===== src/rtl/dog_pkg.sv =====
// Shared types and constants for the dog sprite overlay.
package dog_pkg;

    localparam int          DOG_W               = 140;
    localparam int          DOG_H               = 177;
    localparam logic [11:0] DOG_TRANSPARENT     = 12'hF0F;
    localparam int          DOG_FRAMES_PER_STEP = 8;

    // Encodings are the frame-select values expected by the sprite ROM.
    typedef enum logic [1:0] {
        ANIM_IDLE   = 2'b00,
        ANIM_THROW1 = 2'b01,
        ANIM_THROW2 = 2'b10
    } anim_state_t;

    typedef struct packed {
        logic [10:0] hcount;
        logic [10:0] vcount;
        logic        hsync;
        logic        vsync;
        logic        hblnk;
        logic        vblnk;
    } vga_timing_t;

    // True when pos lies in [start, start+len-1]. The upper bound is formed
    // in 12 bits so a sprite hanging past 2047 is clipped instead of wrapping.
    function automatic logic in_span(input logic [10:0] pos,
                                     input logic [10:0] start,
                                     input logic [11:0] len);
        logic [11:0] last;
        last = {1'b0, start} + len - 12'd1;
        return ({1'b0, pos} >= {1'b0, start}) && ({1'b0, pos} <= last);
    endfunction

endpackage


===== src/rtl/dog_draw_if.sv =====
// Pixel-stream, position, ROM and control signals of the dog overlay.
interface dog_draw_if;

    logic [10:0] hcount_in;
    logic [10:0] vcount_in;
    logic        hsync_in;
    logic        vsync_in;
    logic        hblnk_in;
    logic        vblnk_in;
    logic [11:0] rgb_in;
    logic [10:0] xpos;
    logic [10:0] ypos;
    logic        throw_start;
    logic [14:0] rom_addr;
    logic [1:0]  rom_state;
    logic [11:0] rom_rgb;
    logic [10:0] hcount_out;
    logic [10:0] vcount_out;
    logic        hsync_out;
    logic        vsync_out;
    logic        hblnk_out;
    logic        vblnk_out;
    logic [11:0] rgb_out;
    logic        busy;

    // Upstream side: timing chain, position source and the sprite ROM.
    modport master (
        output hcount_in, vcount_in, hsync_in, vsync_in, hblnk_in, vblnk_in,
        output rgb_in, xpos, ypos, throw_start, rom_rgb,
        input  rom_addr, rom_state,
        input  hcount_out, vcount_out, hsync_out, vsync_out, hblnk_out, vblnk_out,
        input  rgb_out, busy
    );

    // The overlay block itself.
    modport slave (
        input  hcount_in, vcount_in, hsync_in, vsync_in, hblnk_in, vblnk_in,
        input  rgb_in, xpos, ypos, throw_start, rom_rgb,
        output rom_addr, rom_state,
        output hcount_out, vcount_out, hsync_out, vsync_out, hblnk_out, vblnk_out,
        output rgb_out, busy
    );

endinterface


===== src/rtl/dog_anim_fsm.sv =====
// Throw animation sequencer: advances only on frame ticks (vblank rise) so
// a whole frame is always drawn with one ROM frame select.
module dog_anim_fsm
    import dog_pkg::*;
#(
    parameter int FRAMES_PER_STEP = DOG_FRAMES_PER_STEP
) (
    input  logic        clk,
    input  logic        rst,
    input  logic        i_vblnk,
    input  logic        i_throw_start,
    output anim_state_t o_state,
    output logic        o_busy
);

    localparam int              CNT_W    = (FRAMES_PER_STEP > 1) ? $clog2(FRAMES_PER_STEP) : 1;
    localparam logic [CNT_W-1:0] CNT_LAST = CNT_W'(FRAMES_PER_STEP - 1);

    anim_state_t      r_state, w_state_nxt;
    logic [CNT_W-1:0] r_cnt, w_cnt_nxt;
    logic             r_pending, w_pending_nxt;
    logic             r_vblnk_d;
    logic             w_tick;

    assign w_tick = i_vblnk & ~r_vblnk_d;

    // State, counter, pending request and the vblank edge-detect copy.
    // NOTE: asynchronous reset must appear in the sensitivity list; sequential state uses <= so every register samples pre-edge values.
    always_ff @(posedge clk or posedge rst) begin
        if (rst) begin
            r_state   <= ANIM_IDLE;
            r_cnt     <= '0;
            r_pending <= 1'b0;
            r_vblnk_d <= 1'b0;
        end else begin
            r_state   <= w_state_nxt;
            r_cnt     <= w_cnt_nxt;
            r_pending <= w_pending_nxt;
            r_vblnk_d <= i_vblnk;
        end
    end

    // Next-state logic; a request arriving with a tick is only latched.
    always_comb begin
        // NOTE: hold values assigned first so no path leaves a variable unassigned (no latch).
        w_state_nxt   = r_state;
        w_cnt_nxt     = r_cnt;
        w_pending_nxt = r_pending;
        unique case (r_state)
            ANIM_IDLE: begin
                if (w_tick && r_pending) begin
                    w_state_nxt   = ANIM_THROW1;
                    w_cnt_nxt     = '0;
                    w_pending_nxt = 1'b0;
                end else if (i_throw_start && !r_pending) begin
                    w_pending_nxt = 1'b1;
                end
            end
            ANIM_THROW1: begin
                if (w_tick) begin
                    if (r_cnt == CNT_LAST) begin
                        w_state_nxt = ANIM_THROW2;
                        w_cnt_nxt   = '0;
                    end else begin
                        w_cnt_nxt = r_cnt + 1'b1;
                    end
                end
            end
            ANIM_THROW2: begin
                if (w_tick) begin
                    if (r_cnt == CNT_LAST) begin
                        w_state_nxt = ANIM_IDLE;
                        w_cnt_nxt   = '0;
                    end else begin
                        w_cnt_nxt = r_cnt + 1'b1;
                    end
                end
            end
            default: begin
                w_state_nxt = ANIM_IDLE;
                w_cnt_nxt   = '0;
            end
        endcase
    end

    assign o_state = r_state;
    assign o_busy  = (r_state != ANIM_IDLE) | r_pending;

endmodule


===== src/rtl/dog_draw.sv =====
// Dog sprite overlay: ROM addressing, 3-cycle pixel pipeline that absorbs
// the ROM's 1-cycle read latency, colour-keyed compositing.
module dog_draw
    import dog_pkg::*;
#(
    parameter int          SPR_W           = DOG_W,
    parameter int          SPR_H           = DOG_H,
    parameter logic [11:0] TRANSPARENT     = DOG_TRANSPARENT,
    parameter int          FRAMES_PER_STEP = DOG_FRAMES_PER_STEP
) (
    input logic         clk,
    input logic         rst,
    dog_draw_if.slave   bus
);

    vga_timing_t w_tim_in;
    logic        w_in_box;
    logic [10:0] w_dx, w_dy;
    logic [14:0] w_addr;
    logic        w_draw;
    anim_state_t w_state;
    logic        w_busy;

    vga_timing_t r_tim1, r_tim2, r_tim3;
    logic [11:0] r_rgb1, r_rgb2, r_rgb_out;
    logic        r_in_box1, r_in_box2;
    logic [14:0] r_rom_addr;

    assign w_tim_in = {bus.hcount_in, bus.vcount_in, bus.hsync_in,
                       bus.vsync_in, bus.hblnk_in, bus.vblnk_in};

    assign w_in_box = in_span(bus.hcount_in, bus.xpos, 12'(SPR_W)) &&
                      in_span(bus.vcount_in, bus.ypos, 12'(SPR_H));

    assign w_dx   = bus.hcount_in - bus.xpos;
    assign w_dy   = bus.vcount_in - bus.ypos;
    assign w_addr = 15'(16'(w_dy) * 16'(SPR_W) + 16'(w_dx));

    // Draw the ROM pixel only inside the sprite, off the colour key and in the active area.
    assign w_draw = r_in_box2 && (bus.rom_rgb != TRANSPARENT) &&
                    !r_tim2.hblnk && !r_tim2.vblnk;

    // Stage 1: ROM address and first copy of the pixel stream.
    always_ff @(posedge clk or posedge rst) begin
        if (rst) begin
            r_rom_addr <= '0;
            r_tim1     <= '0;
            r_rgb1     <= '0;
            r_in_box1  <= 1'b0;
        end else begin
            r_rom_addr <= w_in_box ? w_addr : 15'd0;
            r_tim1     <= w_tim_in;
            r_rgb1     <= bus.rgb_in;
            r_in_box1  <= w_in_box;
        end
    end

    // Stage 2: wait alongside the ROM read.
    always_ff @(posedge clk or posedge rst) begin
        if (rst) begin
            r_tim2    <= '0;
            r_rgb2    <= '0;
            r_in_box2 <= 1'b0;
        end else begin
            r_tim2    <= r_tim1;
            r_rgb2    <= r_rgb1;
            r_in_box2 <= r_in_box1;
        end
    end

    // Stage 3: composite sprite over background and register the outputs.
    always_ff @(posedge clk or posedge rst) begin
        if (rst) begin
            r_tim3    <= '0;
            r_rgb_out <= '0;
        end else begin
            r_tim3    <= r_tim2;
            r_rgb_out <= w_draw ? bus.rom_rgb : r_rgb2;
        end
    end

    dog_anim_fsm #(
        .FRAMES_PER_STEP (FRAMES_PER_STEP)
    ) u_anim (
        .clk           (clk),
        .rst           (rst),
        .i_vblnk       (bus.vblnk_in),
        .i_throw_start (bus.throw_start),
        .o_state       (w_state),
        .o_busy        (w_busy)
    );

    assign bus.rom_addr   = r_rom_addr;
    assign bus.rom_state  = w_state;
    assign bus.busy       = w_busy;
    assign bus.hcount_out = r_tim3.hcount;
    assign bus.vcount_out = r_tim3.vcount;
    assign bus.hsync_out  = r_tim3.hsync;
    assign bus.vsync_out  = r_tim3.vsync;
    assign bus.hblnk_out  = r_tim3.hblnk;
    assign bus.vblnk_out  = r_tim3.vblnk;
    assign bus.rgb_out    = r_rgb_out;

endmodule

===== src/flat_wrapper.sv =====
// flat-port wrapper written by rule: the top's interface ports become plain ports
module dog_draw_flat import dog_pkg::*;
#(
    parameter int          SPR_W           = DOG_W,
    parameter int          SPR_H           = DOG_H,
    parameter logic [11:0] TRANSPARENT     = DOG_TRANSPARENT,
    parameter int          FRAMES_PER_STEP = DOG_FRAMES_PER_STEP
)
  (clk, rst, bus_hcount_in, bus_vcount_in, bus_hsync_in, bus_vsync_in, bus_hblnk_in, bus_vblnk_in, bus_rgb_in, bus_xpos, bus_ypos, bus_throw_start, bus_rom_rgb, bus_rom_addr, bus_rom_state, bus_hcount_out, bus_vcount_out, bus_hsync_out, bus_vsync_out, bus_hblnk_out, bus_vblnk_out, bus_rgb_out, bus_busy);
  dog_draw_if bus_i ();
  input logic clk;
  input logic rst;
  input wire logic [$bits(bus_i.hcount_in)-1:0] bus_hcount_in;
  input wire logic [$bits(bus_i.vcount_in)-1:0] bus_vcount_in;
  input wire logic [$bits(bus_i.hsync_in)-1:0] bus_hsync_in;
  input wire logic [$bits(bus_i.vsync_in)-1:0] bus_vsync_in;
  input wire logic [$bits(bus_i.hblnk_in)-1:0] bus_hblnk_in;
  input wire logic [$bits(bus_i.vblnk_in)-1:0] bus_vblnk_in;
  input wire logic [$bits(bus_i.rgb_in)-1:0] bus_rgb_in;
  input wire logic [$bits(bus_i.xpos)-1:0] bus_xpos;
  input wire logic [$bits(bus_i.ypos)-1:0] bus_ypos;
  input wire logic [$bits(bus_i.throw_start)-1:0] bus_throw_start;
  input wire logic [$bits(bus_i.rom_rgb)-1:0] bus_rom_rgb;
  output wire logic [$bits(bus_i.rom_addr)-1:0] bus_rom_addr;
  output wire logic [$bits(bus_i.rom_state)-1:0] bus_rom_state;
  output wire logic [$bits(bus_i.hcount_out)-1:0] bus_hcount_out;
  output wire logic [$bits(bus_i.vcount_out)-1:0] bus_vcount_out;
  output wire logic [$bits(bus_i.hsync_out)-1:0] bus_hsync_out;
  output wire logic [$bits(bus_i.vsync_out)-1:0] bus_vsync_out;
  output wire logic [$bits(bus_i.hblnk_out)-1:0] bus_hblnk_out;
  output wire logic [$bits(bus_i.vblnk_out)-1:0] bus_vblnk_out;
  output wire logic [$bits(bus_i.rgb_out)-1:0] bus_rgb_out;
  output wire logic [$bits(bus_i.busy)-1:0] bus_busy;
  assign bus_i.hcount_in = bus_hcount_in;
  assign bus_i.vcount_in = bus_vcount_in;
  assign bus_i.hsync_in = bus_hsync_in;
  assign bus_i.vsync_in = bus_vsync_in;
  assign bus_i.hblnk_in = bus_hblnk_in;
  assign bus_i.vblnk_in = bus_vblnk_in;
  assign bus_i.rgb_in = bus_rgb_in;
  assign bus_i.xpos = bus_xpos;
  assign bus_i.ypos = bus_ypos;
  assign bus_i.throw_start = bus_throw_start;
  assign bus_i.rom_rgb = bus_rom_rgb;
  assign bus_rom_addr = bus_i.rom_addr;
  assign bus_rom_state = bus_i.rom_state;
  assign bus_hcount_out = bus_i.hcount_out;
  assign bus_vcount_out = bus_i.vcount_out;
  assign bus_hsync_out = bus_i.hsync_out;
  assign bus_vsync_out = bus_i.vsync_out;
  assign bus_hblnk_out = bus_i.hblnk_out;
  assign bus_vblnk_out = bus_i.vblnk_out;
  assign bus_rgb_out = bus_i.rgb_out;
  assign bus_busy = bus_i.busy;
  dog_draw #(.SPR_W(SPR_W), .SPR_H(SPR_H), .TRANSPARENT(TRANSPARENT), .FRAMES_PER_STEP(FRAMES_PER_STEP)) u_core (.clk(clk), .rst(rst), .bus(bus_i));
endmodule

===== config.mk =====
export PLATFORM = sky130hd
export DESIGN_NAME = dog_draw_flat
export DESIGN_NICKNAME = d
export VERILOG_FILES = /design/src/rtl/dog_pkg.sv /design/src/rtl/dog_draw_if.sv /design/src/rtl/dog_anim_fsm.sv /design/src/rtl/dog_draw.sv /design/src/flat_wrapper.sv
export SDC_FILE = /design/constraint.sdc
export NUM_CORES = 1
export LEC_CHECK = 0
export ABC_AREA = 1
export CAP_MARGIN = 20
export CORE_MARGIN = 2
export CORE_UTILIZATION = 29
export CTS_CLUSTER_DIAMETER = 60
export DETAILED_ROUTE_END_ITERATION = 10
export PLACE_DENSITY = 0.46
export SLEW_MARGIN = 20
export SYNTH_ARGS = -nofsm -noshare
export SYNTH_HDL_FRONTEND = slang
export SYNTH_HIERARCHICAL = 1
export SYNTH_SLANG_ARGS = --single-unit

===== constraint.sdc =====
create_clock -name clk -period 5.4 [get_ports clk]
set_input_delay 0.81 -clock clk [delete_from_list [all_inputs] [get_ports clk]]
set_output_delay 0.81 -clock clk [all_outputs]
set_load 0.02 [all_outputs]

==> results.toml, run 1 <==
[synthesis]
synth-main-ff-cell = "dfrtp_1"
syn_nets = 901
synthDominantCellAreaShare_pct = 48.09
synth_async_sr_flop_share_pct = 100.0
synth.avg_cell_area_sq_um = 9.836
synth_cell_types = 39
synth_edf_count = 0
yosysTopAreaCell = "dfrtp_1"
ys_warn_count = 6
synth_area_sq_um = 7181
ys_ff_latch = 138
syn_inst = 730
yosysSeqAreaShare_pct = 48.09
synth.area.top_cells = "dfrtp_1 48%, ha_1 15%, nand2_1 7.9%"

[setup_path]
cp_slowest_cell = "clkdlybuf4s50_1"
worstReg2RegStart = "u_core/r_tim2[1]$_DFF_PP0_"
cp.required_ns = 5.73
start_kind = "input pin"
startpoint = "bus_vcount_in[0]"
critPathCaptureType = "flop"
path_common_cell = "nand2_1"
r2r_setup_slack_ns = 3.89
endpoint = "u_core/bus.rom_addr[14]$_DFF_PP0_"
worstPathArrival_ns = 5.39
crit_type = "in2reg"
slowest_delay_ns = 0.49
r2r-end = "u_core/bus.rgb_out[2]$_DFF_PP0_"
worst-path-max-fanout = 4
reg2regPathDepth = 3

[sta]
finalSetupViolations = 0
slew_viol_final = 0
min_period_ns = 5.061
skew_ns = 0.009346
fin_crit_sh_pct = 93.72
relSlewSlack_pct = 44.18
fmax_mhz = 197.6
worstMarginPinSlew_ns = 0.8373
hold_violations = 0

[floorplan]
initial_core_util_pct = 29.53
ios = 131
rows = 57
fp.dieH_microns = 161.4
coreArea_sq_um = 24320
dieArea_sq_um = 26040
die_w_microns = 161.4

[cts]
cts.sink_count = 138
cts_root_buf = "clkbuf_16"
clk_path_buf_depth = 2
tritoncts = "yes"
clock_latency_ns = 0.41
cts-hold-fix-buffers = 0
clkSlewWorstSetupHoldPaths_ns = 0.06
htreeDepth = 4
cts_buffers = 17

[placed_design]
gp_congestion = 0.8201
placedInstanceArea_sq_um = 9200
port-buffer-count = 130
hpwl_microns = 13080

[drt]
avgViaCountPerCell = 4.183
vias = 5262
first_iter_violations = 235
drc = 0
wirelength_microns = 16550
drtPass1Iterations = 7
antenna_left = 0
avgRoutedWirePerCell_microns = 13.16

[pwr]
vdd_drop_max_mv = 0.3360
power_density_nw_per_um2 = 488.6
p_leak_nw = 4.941

[grt]
grt_max_degree = 96
grt_overflow = 0
antenna_found_initial = 0
grt_pass1_wl_microns = 27610
grt_usage_pct = 13.36
grt_pass1_vias = 5430

[run]
drv_cap = 0

[finish]
multiInputGateArea_sq_um = 3273
ff_latch_area_sq_um = 3453
n_antenna_cell = 0
area_growth_pct = 36.66
fillers = 2398
final_core_util_pct = 40.35
final_area_sq_um = 9813
drive_above_1_share_pct = 11.03
final_nets = 1093

[outcome]
status = "finished clean"

[worst_hold_path]
worstHoldPathType = "reg2reg"
[area by class of cell]
class	count	share of cell area, %
sequential	138	35.19
multi-input combinational	469	33.35
timing repair buffer	175	16.70
inverter	121	4.679
clock buffer	18	4.475
tap	324	4.131
clock inverter	13	1.466
[critical path, delay by kind of cell]
family                   cells  cell delay (ns)
AO/OA/AOI/OAI                2             0.36
buffers and inverters        5             0.78
XOR/XNOR                     2             0.35
AND/OR/NAND/NOR             10             0.87
adder cells (fa/ha/maj)      7             2.23
[worst min path at each step]
stage                                     start                             endpoint  slack (ns)  cells after the start
global placement     u_core/r_rgb1[3]$_DFF_PP0_           u_core/r_rgb2[3]$_DFF_PP0_        0.33                      0
detailed placement  u_core/r_tim2[25]$_DFF_PP0_  u_core/bus.hcount_out[10]$_DFF_PP0_        0.33                      0
finish               u_core/r_rgb1[3]$_DFF_PP0_           u_core/r_rgb2[3]$_DFF_PP0_        0.34                      0
CTS                 u_core/r_tim1[23]$_DFF_PP0_          u_core/r_tim2[23]$_DFF_PP0_        0.35                      0
floorplan           u_core/r_tim2[15]$_DFF_PP0_   u_core/bus.hcount_out[0]$_DFF_PP0_        0.33                      0
global route         u_core/r_tim1[8]$_DFF_PP0_           u_core/r_tim2[8]$_DFF_PP0_        0.35                      0
[layer usage]
| metal | vias up | track usage [%] | wire length (microns) |
|---|---|---|---|
| li1 | 2741 | - | - |
| met1 | 2422 | 18.85 | 8371 |
| met2 | 87 | 20.98 | 7440 |
| met3 | 12 | 2.517 | 550 |
| met4 | 0 | 3.774 | 187 |
| met5 | - | 0 | 0 |
[cells in the mapped netlist (6+ instances only)]
cell type and number:
fa_1 10, inv_1 121, nor2_1 24, o21ai_0 18, xnor2_1 11, xor2_1 28
nor2_2 8, a31oi_1 6, nand4_1 13, ha_1 86, nand2_1 152, nand3_1 41
mux2_2 8, dfrtp_1 138, a21oi_1 30
[cells by family after synthesis]
logic type      synth area share (%)
compound gates                 5.524
xor+xnor                       4.757
fa+ha+maj                      17.77
buf+inv                        6.639
flops                          48.09
mux                            1.255
simple gates                   15.96
[state kept, by name, indices dropped and copies added (netlist names), 2 cells and up]
signal                 flops
u_core/r_tim1             26
u_core/r_tim2             26
u_core/bus.rom_addr       15
u_core/bus.rgb_out        12
u_core/r_rgb1             12
u_core/r_rgb2             12
u_core/bus.hcount_out     11
u_core/bus.vcount_out     11
u_core/u_anim/r_cnt        3
u_core/u_anim/o_state      2
[placed cells by master (no fill, tap or decap), drive strengths merged, types with 4 or more instances in the layout]
| cell type | n |
|---|---|
| nor3 | 4 |
| o21ai | 20 |
| nor2 | 33 |
| clkdlybuf4s50 | 130 |
| inv | 123 |
| a31oi | 6 |
| a21oi | 30 |
| clkinv | 8 |
| nand4 | 14 |
| dfrtp | 138 |
| ha | 86 |
| clkbuf | 18 |
| xnor2 | 11 |
| a21o | 4 |
| buf | 45 |
| fa | 10 |
| mux2 | 8 |
| nand3 | 42 |
| xor2 | 28 |
| nand2 | 153 |
[metrics by stage]
stage | hold slack (ns) | total power (W) | worst slack, ns | instances | setup TNS, ns
after floorplan | 0.3312 | 0.002833 | 0.4785 | 730 | 0
after global placement | 0.3314 | 0.003660 | -0.1190 | 1226 | -0.3594
after detailed placement | 0.3347 | 0.003655 | -0.1845 | 1226 | -0.5583
after CTS | 0.3463 | 0.004850 | 0.2365 | 1257 | 0
after global routing | 0.3493 | 0.005272 | -0.01253 | 1258 | -0.01385
final | 0.3428 | 0.004795 | 0.3394 | 1258 | 0
[power breakdown]
group / internal [W] / switching [W] / total [W]
Clock: 0.000693 / 0.000454 / 0.00115
Sequential: 0.00112 / 0.0000401 / 0.00116
Combinational: 0.00112 / 0.00137 / 0.00249
[timing repair]
action / 4_1_cts / 5_1_grt
buffers inserted: 0 / 1
endpoints found under the setup margin: 0 / 3
resized for setup: 0 / 3
Note: power is estimated with default switching activity, not from simulation.
==> run 2, diff against run 1 <==
ABC_CLOCK_PERIOD_IN_PS = 5400   (was default)
==> results of run 2 <==
No change in the layout: final DEF, timing and power equal those of run 1.
==> run 3, diff against run 2 <==
CTS_CLUSTER_SIZE = 10   (was default)
==> results of run 3 <==
No change in the layout: final DEF, timing and power equal those of run 1.
